File: src/rtl/core_pkg.sv
// Shared definitions for the RISC-V core front end: default widths and
// vectors, the PC unit state encoding and the redirect-source encoding.
package core_pkg;

  localparam int          CORE_XLEN         = 32;
  localparam logic [31:0] CORE_RESET_VECTOR = 32'h0000_0000;
  localparam logic [31:0] CORE_TRAP_VECTOR  = 32'h0000_0100;
  localparam int          CORE_IALIGN_BITS  = 2;

  // BOOT: first cycle out of reset, no fetch issued yet.
  // RUN:  fetching, no redirect waiting.
  // PEND: fetching, a redirect is parked in the buffer until the PC can move.
  typedef enum logic [1:0] {
    BOOT,
    RUN,
    PEND
  } pc_state_t;

  // Which redirect request (if any) won arbitration this cycle.
  typedef enum logic [1:0] {
    SRC_NONE,
    SRC_JUMP,
    SRC_BRANCH
  } redirect_src_t;

endpackage

File: src/rtl/pc_redirect_buf.sv
// One-entry pending-redirect buffer. Holds a jump/branch target that arrived
// while the PC could not advance. A new capture overwrites the old entry.
// The alignment check is done on the stored target so the PC unit can decide
// between applying it and vectoring to the trap handler.
module pc_redirect_buf
  import core_pkg::*;
#(
  parameter int XLEN        = CORE_XLEN,
  parameter int IALIGN_BITS = CORE_IALIGN_BITS
) (
  input  logic            clk,
  input  logic            reset,
  input  logic            capture,
  input  logic            clear,
  input  logic [XLEN-1:0] target_in,
  output logic            valid,
  output logic [XLEN-1:0] target,
  output logic            misaligned
);

  localparam logic [XLEN-1:0] ALIGN_MASK = XLEN'((64'd1 << IALIGN_BITS) - 64'd1);

  // Capture wins over clear so a redirect raised in the same cycle as a
  // clear request is never dropped.
  always_ff @(posedge clk) begin
    if (!reset) begin
      valid  <= 1'b0;
      target <= '0;
    end else if (capture) begin
      valid  <= 1'b1;
      target <= target_in;
    end else if (clear) begin
      valid  <= 1'b0;
    end
  end

  assign misaligned = valid && ((target & ALIGN_MASK) != '0);

endmodule

File: src/rtl/pc_unit.sv
// Program-counter unit for the 32-bit RISC-V core. Drives the fetch address,
// handles the fetch-ready/stall handshake, buffers redirects that arrive
// while blocked, and performs trap entry / mret return through an internal
// EPC. Redirect targets are checked for alignment when applied.
module pc_unit
  import core_pkg::*;
#(
  parameter int              XLEN         = CORE_XLEN,
  parameter logic [XLEN-1:0] RESET_VECTOR = XLEN'(CORE_RESET_VECTOR),
  parameter logic [XLEN-1:0] TRAP_VECTOR  = XLEN'(CORE_TRAP_VECTOR),
  parameter int              IALIGN_BITS  = CORE_IALIGN_BITS
) (
  input  logic            clk,
  input  logic            reset,
  input  logic            stall,
  input  logic            fetch_ready,
  output logic            fetch_valid,
  output logic [XLEN-1:0] pc_curr,
  output logic [XLEN-1:0] pc_plus4,
  input  logic            jump,
  input  logic [XLEN-1:0] jump_target,
  input  logic            PCSrc,
  input  logic [XLEN-1:0] branch_target,
  input  logic            trap_req,
  input  logic            mret,
  output logic [XLEN-1:0] epc,
  output logic            misalign_fault
);

  localparam logic [XLEN-1:0] ALIGN_MASK = XLEN'((64'd1 << IALIGN_BITS) - 64'd1);

  pc_state_t       state;
  redirect_src_t   redirect_src;
  logic [XLEN-1:0] redirect_target;
  logic            new_redirect;
  logic            redirect_misaligned;

  logic            running;
  logic            advance;
  logic            override;

  logic            buf_capture;
  logic            buf_clear;
  logic            pend_valid;
  logic [XLEN-1:0] pend_target;
  logic            pend_misaligned;

  logic            apply_redirect;
  logic [XLEN-1:0] apply_target;
  logic            apply_misaligned;

  assign pc_plus4 = pc_curr + XLEN'(4);

  assign running  = (state != BOOT);
  assign advance  = fetch_valid && fetch_ready && !stall;
  assign override = trap_req || mret;

  // Arbitrate between the two redirect sources; a jump always beats a
  // taken branch presented in the same cycle.
  always_comb begin
    redirect_src    = SRC_NONE;
    redirect_target = '0;
    if (jump) begin
      redirect_src    = SRC_JUMP;
      redirect_target = jump_target;
    end else if (PCSrc) begin
      redirect_src    = SRC_BRANCH;
      redirect_target = branch_target;
    end
  end

  assign new_redirect        = (redirect_src != SRC_NONE);
  assign redirect_misaligned = (redirect_target & ALIGN_MASK) != '0;

  // Park the redirect when the PC cannot move; drop the entry whenever the
  // PC moves (a fresh redirect supersedes it, otherwise it is applied now)
  // or when a trap/mret takes control of the PC.
  assign buf_capture = running && new_redirect && !advance && !override;
  assign buf_clear   = running && (override || advance);

  pc_redirect_buf #(
    .XLEN        (XLEN),
    .IALIGN_BITS (IALIGN_BITS)
  ) u_redirect_buf (
    .clk        (clk),
    .reset      (reset),
    .capture    (buf_capture),
    .clear      (buf_clear),
    .target_in  (redirect_target),
    .valid      (pend_valid),
    .target     (pend_target),
    .misaligned (pend_misaligned)
  );

  // A redirect reaches the PC only on advance; a live request outranks the
  // buffered one.
  assign apply_redirect   = running && !override && advance && (new_redirect || pend_valid);
  assign apply_target     = new_redirect ? redirect_target : pend_target;
  assign apply_misaligned = new_redirect ? redirect_misaligned : pend_misaligned;

  // Main PC state machine: trap > mret > redirect > pending > sequential.
  always_ff @(posedge clk) begin
    if (!reset) begin
      state          <= BOOT;
      pc_curr        <= RESET_VECTOR;
      epc            <= '0;
      fetch_valid    <= 1'b0;
      misalign_fault <= 1'b0;
    end else begin
      misalign_fault <= 1'b0;
      if (state == BOOT) begin
        state       <= RUN;
        fetch_valid <= 1'b1;
      end else if (trap_req) begin
        epc     <= pc_curr;
        pc_curr <= TRAP_VECTOR;
        state   <= RUN;
      end else if (mret) begin
        pc_curr <= epc;
        state   <= RUN;
      end else if (apply_redirect) begin
        state <= RUN;
        if (apply_misaligned) begin
          epc            <= pc_curr;
          pc_curr        <= TRAP_VECTOR;
          misalign_fault <= 1'b1;
        end else begin
          pc_curr <= apply_target;
        end
      end else if (buf_capture) begin
        state <= PEND;
      end else if (advance) begin
        pc_curr <= pc_plus4;
      end
    end
  end

endmodule

File: config.mk
export PLATFORM = sky130hd
export DESIGN_NAME = pc_unit
export DESIGN_NICKNAME = d
export VERILOG_FILES = /design/src/rtl/core_pkg.sv /design/src/rtl/pc_redirect_buf.sv /design/src/rtl/pc_unit.sv
export SDC_FILE = /design/constraint.sdc
export NUM_CORES = 1
export LEC_CHECK = 0
export CORE_ASPECT_RATIO = 0.75
export CORE_UTILIZATION = 25
export CTS_BUF_LIST = sky130_fd_sc_hd__clkbuf_4 sky130_fd_sc_hd__clkbuf_8
export DETAILED_ROUTE_END_ITERATION = 10
export PLACE_DENSITY = 0.58
export SYNTH_ARGS = -nofsm -noshare
export SYNTH_HDL_FRONTEND = slang
export SYNTH_SLANG_ARGS = --single-unit
File: constraint.sdc
create_clock -name clk -period 2.1 [get_ports clk]
set_input_delay 0.63 -clock clk [delete_from_list [all_inputs] [get_ports clk]]
set_output_delay 0.63 -clock clk [all_outputs]
set_load 0.005 [all_outputs]
### After elaboration in Yosys (flattened, before gate mapping)

Cells that the tools add are included.

* output and inout bits: 98
* word-level logic and storage cells: 68
* flip-flop bits (word level): 101
* latch bits: 0
* ROM bits: 0
* bits in writable memories: 0
* bits of input ports: 72
* memories kept: 0

* $lt $le $gt $ge: 0
* equality and inequality tests: 2
* mux-type cells: 24
* add/sub/neg operators: 1
* reduce and logical (&&, ||, !) cells: 30
* $mul: 0
* divide/modulo/power cells: 0
* bitwise operators: 3
* shifts and indexed selects: 0

Operators with widths (number)
* $mux W32: 13
* $reduce_bool A32 Y1: 2
* $add A32 B3 Y32 const B: 1
* $logic_and A1 B1 Y1: 10
* $reduce_bool A2 Y1: 5
* $reduce_or A5 Y1: 2
* $mux W1: 9
* $reduce_bool A5 Y1: 1
* $mux W2: 2
* $ne A4 B3 Y1 const B: 1
* $reduce_and A4 Y1: 1
* $reduce_bool A4 Y1: 1
* $logic_not A1 Y1: 3
* $logic_or A1 B1 Y1: 3
* $not A1 Y1: 3
* $reduce_and A3 Y1: 1
* $logic_not A2 Y1: 1
* $ne A2 B2 Y1 const B: 1

### Longest topological paths before layout

* depth after elaboration: 11
* mapped depth: 9
* depth with buffers taken out: 7

### Cells and area by module

From an unflattened synthesis, not the netlist that was laid out.

* cell total of the unflattened synthesis: 692
* area, all modules: 5545.3 um^2

Modules (own cells, without submodules)
* pc_unit: instances 1, area each 4260.3 um^2, seq. area each 1361.3 um^2, cells an instance 585
* pc_redirect_buf: instances 1, area each 1285.0 um^2, seq. area each 660.6 um^2, cells an instance 107

### Worst setup path before layout

OpenSTA, ideal clock, no wires.

* kind: register -> output
* from: register pc_curr[2]
* to: output port pc_plus4[26]
* setup slack: -0.190 ns
* buffers on the path: 0
* cell stages (with the launch flop): 7
* data required time: 1.470 ns
* data arrival time: 1.660 ns
* cell sequence: dfxtp_1 > ha_1 > nand3_1 > nor3_1 > nand3_1 > nor2_1 > xor2_1

* longest elaborated chain between the ends: 1

Ends and longest elaborated chain
* start: declaration: RTL line pc_unit.sv:18 `output logic [XLEN-1:0] pc_curr,`
* start signal: assignment: RTL line pc_unit.sv:119 `pc_curr <= epc;`
* start signal: assignment: RTL line pc_unit.sv:128 `pc_curr <= apply_target;`
* start signal: assignment: RTL line pc_unit.sv:133 `pc_curr <= pc_plus4;`
* $add A32 B3 Y32: RTL line pc_unit.sv:52 `assign pc_plus4 = pc_curr + XLEN'(4);`
* end: declaration: RTL line pc_unit.sv:19 `output logic [XLEN-1:0] pc_plus4,`

No other way between the ends.

### Worst setup path after layout

* from: register pc_curr[4]
* to: output port pc_plus4[31]

Same word-level chain as after synthesis.

==> results.md <==
* Lkg Pwr at 0.00424 µW
* Drt wl/cell at 18.1 µm
* Nets@finish at around 1100
* Final Hold Fails at 0
* RSZ-0062 raised after global routing: true
* Seq cells post-synth at 101
* Total global-route track usage at 19.9%
* Post-synth top flop: dfxtp_1
* Share of cells above drive strength 1 at approximately a third
* DP HPWL at 16700 µm
* Worst Skew at between 0.015 and 0.02 ns
* DRT iter0 DRCs at 470
* Avg Inst Size Synth at between 8 and 9 µm²
* Internal at 2860 µW
* Initial Util at 25.8%
* Ys async rst share at 0%
* GPL Wtd Cong at approximately 0.84
* Num CTS Buffers at 9
* R2R cell count at 9
* Clk slew on worst S/H paths at 0.11 ns
* Tmin final at 2.75 ns
* Setup ws final at -0.655 ns
* Max Clk Rate at 363 MHz
* Seq pwr share at 49.1%
* Slew @ Worst Pin at 0.426 ns
* Core Util, Final at 45.7%
* Sum of negative setup slack at -12.23 ns
* Number of synthesized flops with an enable pin at 0
* R2R Setup Slk at 0.03 ns
* IO Pins at 170
* Area growth, synth to finish at 77.1%
* Sequential-to-total area share from yosys stat at 36.7%
* Via/cell ratio at 5.01
* Comb pwr share at between 10% and 20%
* Fin crit share at 131%
* DR pass1 iterations at 5
* Filler instances at ~2000
* Most used cell along the critical path: nand4_1
* Gate Count Post-Synth at 675
* H-tree depth at 3
* Final setup fails at 27
* Capture point of the worst reg-to-reg path: pc_curr[25]
* WP data arrival at roughly 2.1 ns
* Total Wirelength at 23400 µm
* Clock group share of total power at about a third
* Worst path depth at 7
* CP Capture Type: output port
* CP bufs+invs at 2
* Skew-Pair Late Insertion Delay at around 0.40 ns
* Critical path fanouts, max at 2
* Worst r2r src: pc_curr[4]
* Crit-path cells: nand4_1 > nor4b_4 > buf_4 > and2_4 > nand4_1 > xnor2_2 > buf_2
* CP required at 1.47 ns
* Diodes inserted at 0
* CTS max path bufs at 2
* Crit path to: pc_plus4[31]
* CTS Hold Bufs at 0
* Placement Setup Slack at -0.717 ns
* Failing checks: setup timing
* CTS tree: built
* Clock root cell: clkbuf_8
* Tot Pwr at 4030 µW
* Max incr delay on CP at 0.36 ns
* Worst path slowest cell: dfxtp_2
* Die span in y at 131 µm
* WS Path Type: reg2out
* Largest net degree at the start of global routing at 30
* First-pass GRT wire length at roughly 35000 µm
* Die Area at 22700 µm²
* VDD IR max at 301 µV
* Power Density at 413 nW/µm²
* Core ar. at 21400 µm²
* Sw power at 1170 µW
* Syn nets at 748
* Kind of cell adding the most delay to the critical path: simple AND/OR/NAND/NOR gates
* # rows at 46
* Number of max-cap violations at 0
* Worst Setup SP: pc_curr[4]
* Distinct cell type count after synthesis at 70
* Antenna violations before repair at 0
* Mapped cell area at 5510 µm²
* Yosys warns at 0
* Vias in the first global route at 6188
* Clock Sinks at 101
* Remaining DRCs at 0
* I/O Buffers at 169
* Slew Viols, Final at 0
* Status: finished with violations
* DR vias at 6459
* Die Wd at 173 µm
* Switching Share at 29.1%
* Hold WC Path Type: reg2reg
* Post-DRT Antenna Nets at 0
* Headroom to the max-slew limit at 71.3%
* Gr ovfl total at 0
* Crit start category: register
==> registers in the layout (all words and copies together) (netlist names) <==
name,count
epc,32
pc_curr,32
u_redirect_buf.target,32
state,2
fetch_valid,1
misalign_fault,1
u_redirect_buf.valid,1
==> final cells by class <==
type | count | area (µm²) | area share, %
clock buffers | 11 | 151 | 1.55
clock inverters | 5 | 41.3 | 0.423
inverters | 10 | 37.5 | 0.385
multi-input cells | 510 | 3800 | 38.9
flip-flops and latches | 101 | 2060 | 21.1
well taps | 288 | 360 | 3.69
repair buffers | 365 | 3310 | 34.0
==> worst min-delay path, delay by kind of cell (launching register included) <==
| kind | cells | cell delay, ns |
|---|---|---|
| AOI/OAI and AO/OA | 1 | 0.05 |
| DFF | 1 | 0.32 |
| and+or+nand+nor | 1 | 0.09 |
==> through the flow <==
stage               hold WS, ns  instance area (µm²)  instances
floorplan                 0.475                 5600        675
global placement          0.483                 8560       1223
detailed placement        0.492                 8560       1223
CTS                       0.507                 9420       1273
global route              0.525                 9760       1290
finish                    0.505                 9760       1290
==> Yosys cell counts, drive strengths merged (2+ instances only) <==
cell type | count | area share, %
a2111oi | 2 | 1.0
a211oi | 37 | 5.1
a21boi | 10 | 1.4
a21oi | 23 | 2.1
a221oi | 4 | 0.75
a22o | 2 | 0.32
a22oi | 28 | 3.8
a31oi | 5 | 0.68
a32o | 2 | 0.36
a32oi | 3 | 0.48
and2 | 5 | 0.61
and3 | 7 | 0.82
and4 | 6 | 0.95
buf | 18 | 2.0
clkbuf | 36 | 2.9
dfxtp | 101 | 37
inv | 9 | 0.61
mux2i | 38 | 6.9
nand2 | 80 | 5.5
nand2b | 4 | 0.45
nand3 | 16 | 1.5
nand4 | 6 | 0.79
nor2 | 90 | 6.2
nor3 | 8 | 0.73
nor4 | 2 | 0.50
nor4b | 4 | 0.91
o2111ai | 2 | 0.32
o211ai | 10 | 1.4
o21a | 5 | 0.68
o21ai | 56 | 5.2
o221ai | 2 | 0.32
o22ai | 6 | 0.68
o311ai | 3 | 0.48
or2 | 4 | 0.45
xnor2 | 17 | 2.7
xor2 | 10 | 1.6
==> cell usage in the layout (no fill, tap or decap), types with 5 or more instances in the layout <==
master             n
and3_1             5
inv_1              9
o22ai_1            6
dlygate4sd2_1      8
buf_12             9
clkdlybuf4s50_1  125
nand3_4           10
xnor2_2           12
o211ai_1          10
nand2_4            5
o21ai_0           45
xnor2_4            5
a21oi_1           16
dfxtp_1           80
nand4_1            5
a21boi_0           9
nor2_1            82
a211oi_1          35
o21ai_1           10
nand3_1            5
buf_2             26
a22oi_1           28
nand2_1           74
mux2i_1           38
buf_6             33
a21oi_2            5
dlymetal6s2s_1     5
nor3_1             5
dfxtp_2           18
clkbuf_8          11
buf_4            151
xor2_1             6
==> logic make-up after synthesis <==
family,share of synthesized area [%]
AOI/OAI and AO/OA,26.2
xor gates and xnor gates,4.29
adders and majority gates,0.227
buffers and inverters,5.49
DFF,36.7
muxes,6.90
and+or+nand+nor,20.3
==> what timing repair did <==
action                     in CTS  in global routing
setup endpoints to repair     110                 90
pin swaps                      48                 41
gates resized for setup       238                 64
buffers inserted               34                 28
gates cloned                    0                  2
==> power groups by stage <==
stage / clock network (µW) / logic (µW) / registers [µW]
finish: 1280 / 774 / 1980
global route: 1380 / 833 / 1990
CTS: 1300 / 729 / 1980
detailed placement: 0 / 712 / 2030
global placement: 0 / 707 / 2020
floorplan: 0 / 299 / 2030
==> per-layer routing <==
metal,vias to the layer above,part of all wire [%],track usage (%)
met3,31,6.4,3.88
met5,-,0,0
li1,3088,-,-
met1,3102,46,26.7
met2,238,45,32.5
met4,0,2.3,6.09
==> how the worst min path moves through the flow <==
stage                                          from                        end  depth (start not counted)
final                     u_redirect_buf.target[10]  u_redirect_buf.target[10]                          2
after global routing      u_redirect_buf.target[15]  u_redirect_buf.target[15]                          2
after CTS                 u_redirect_buf.target[10]  u_redirect_buf.target[10]                          2
after detailed placement  u_redirect_buf.target[10]  u_redirect_buf.target[10]                          2
after global placement    u_redirect_buf.target[22]  u_redirect_buf.target[22]                          2
after floorplan           u_redirect_buf.target[29]  u_redirect_buf.target[29]                          2
Power figures use the tool's default switching activity.
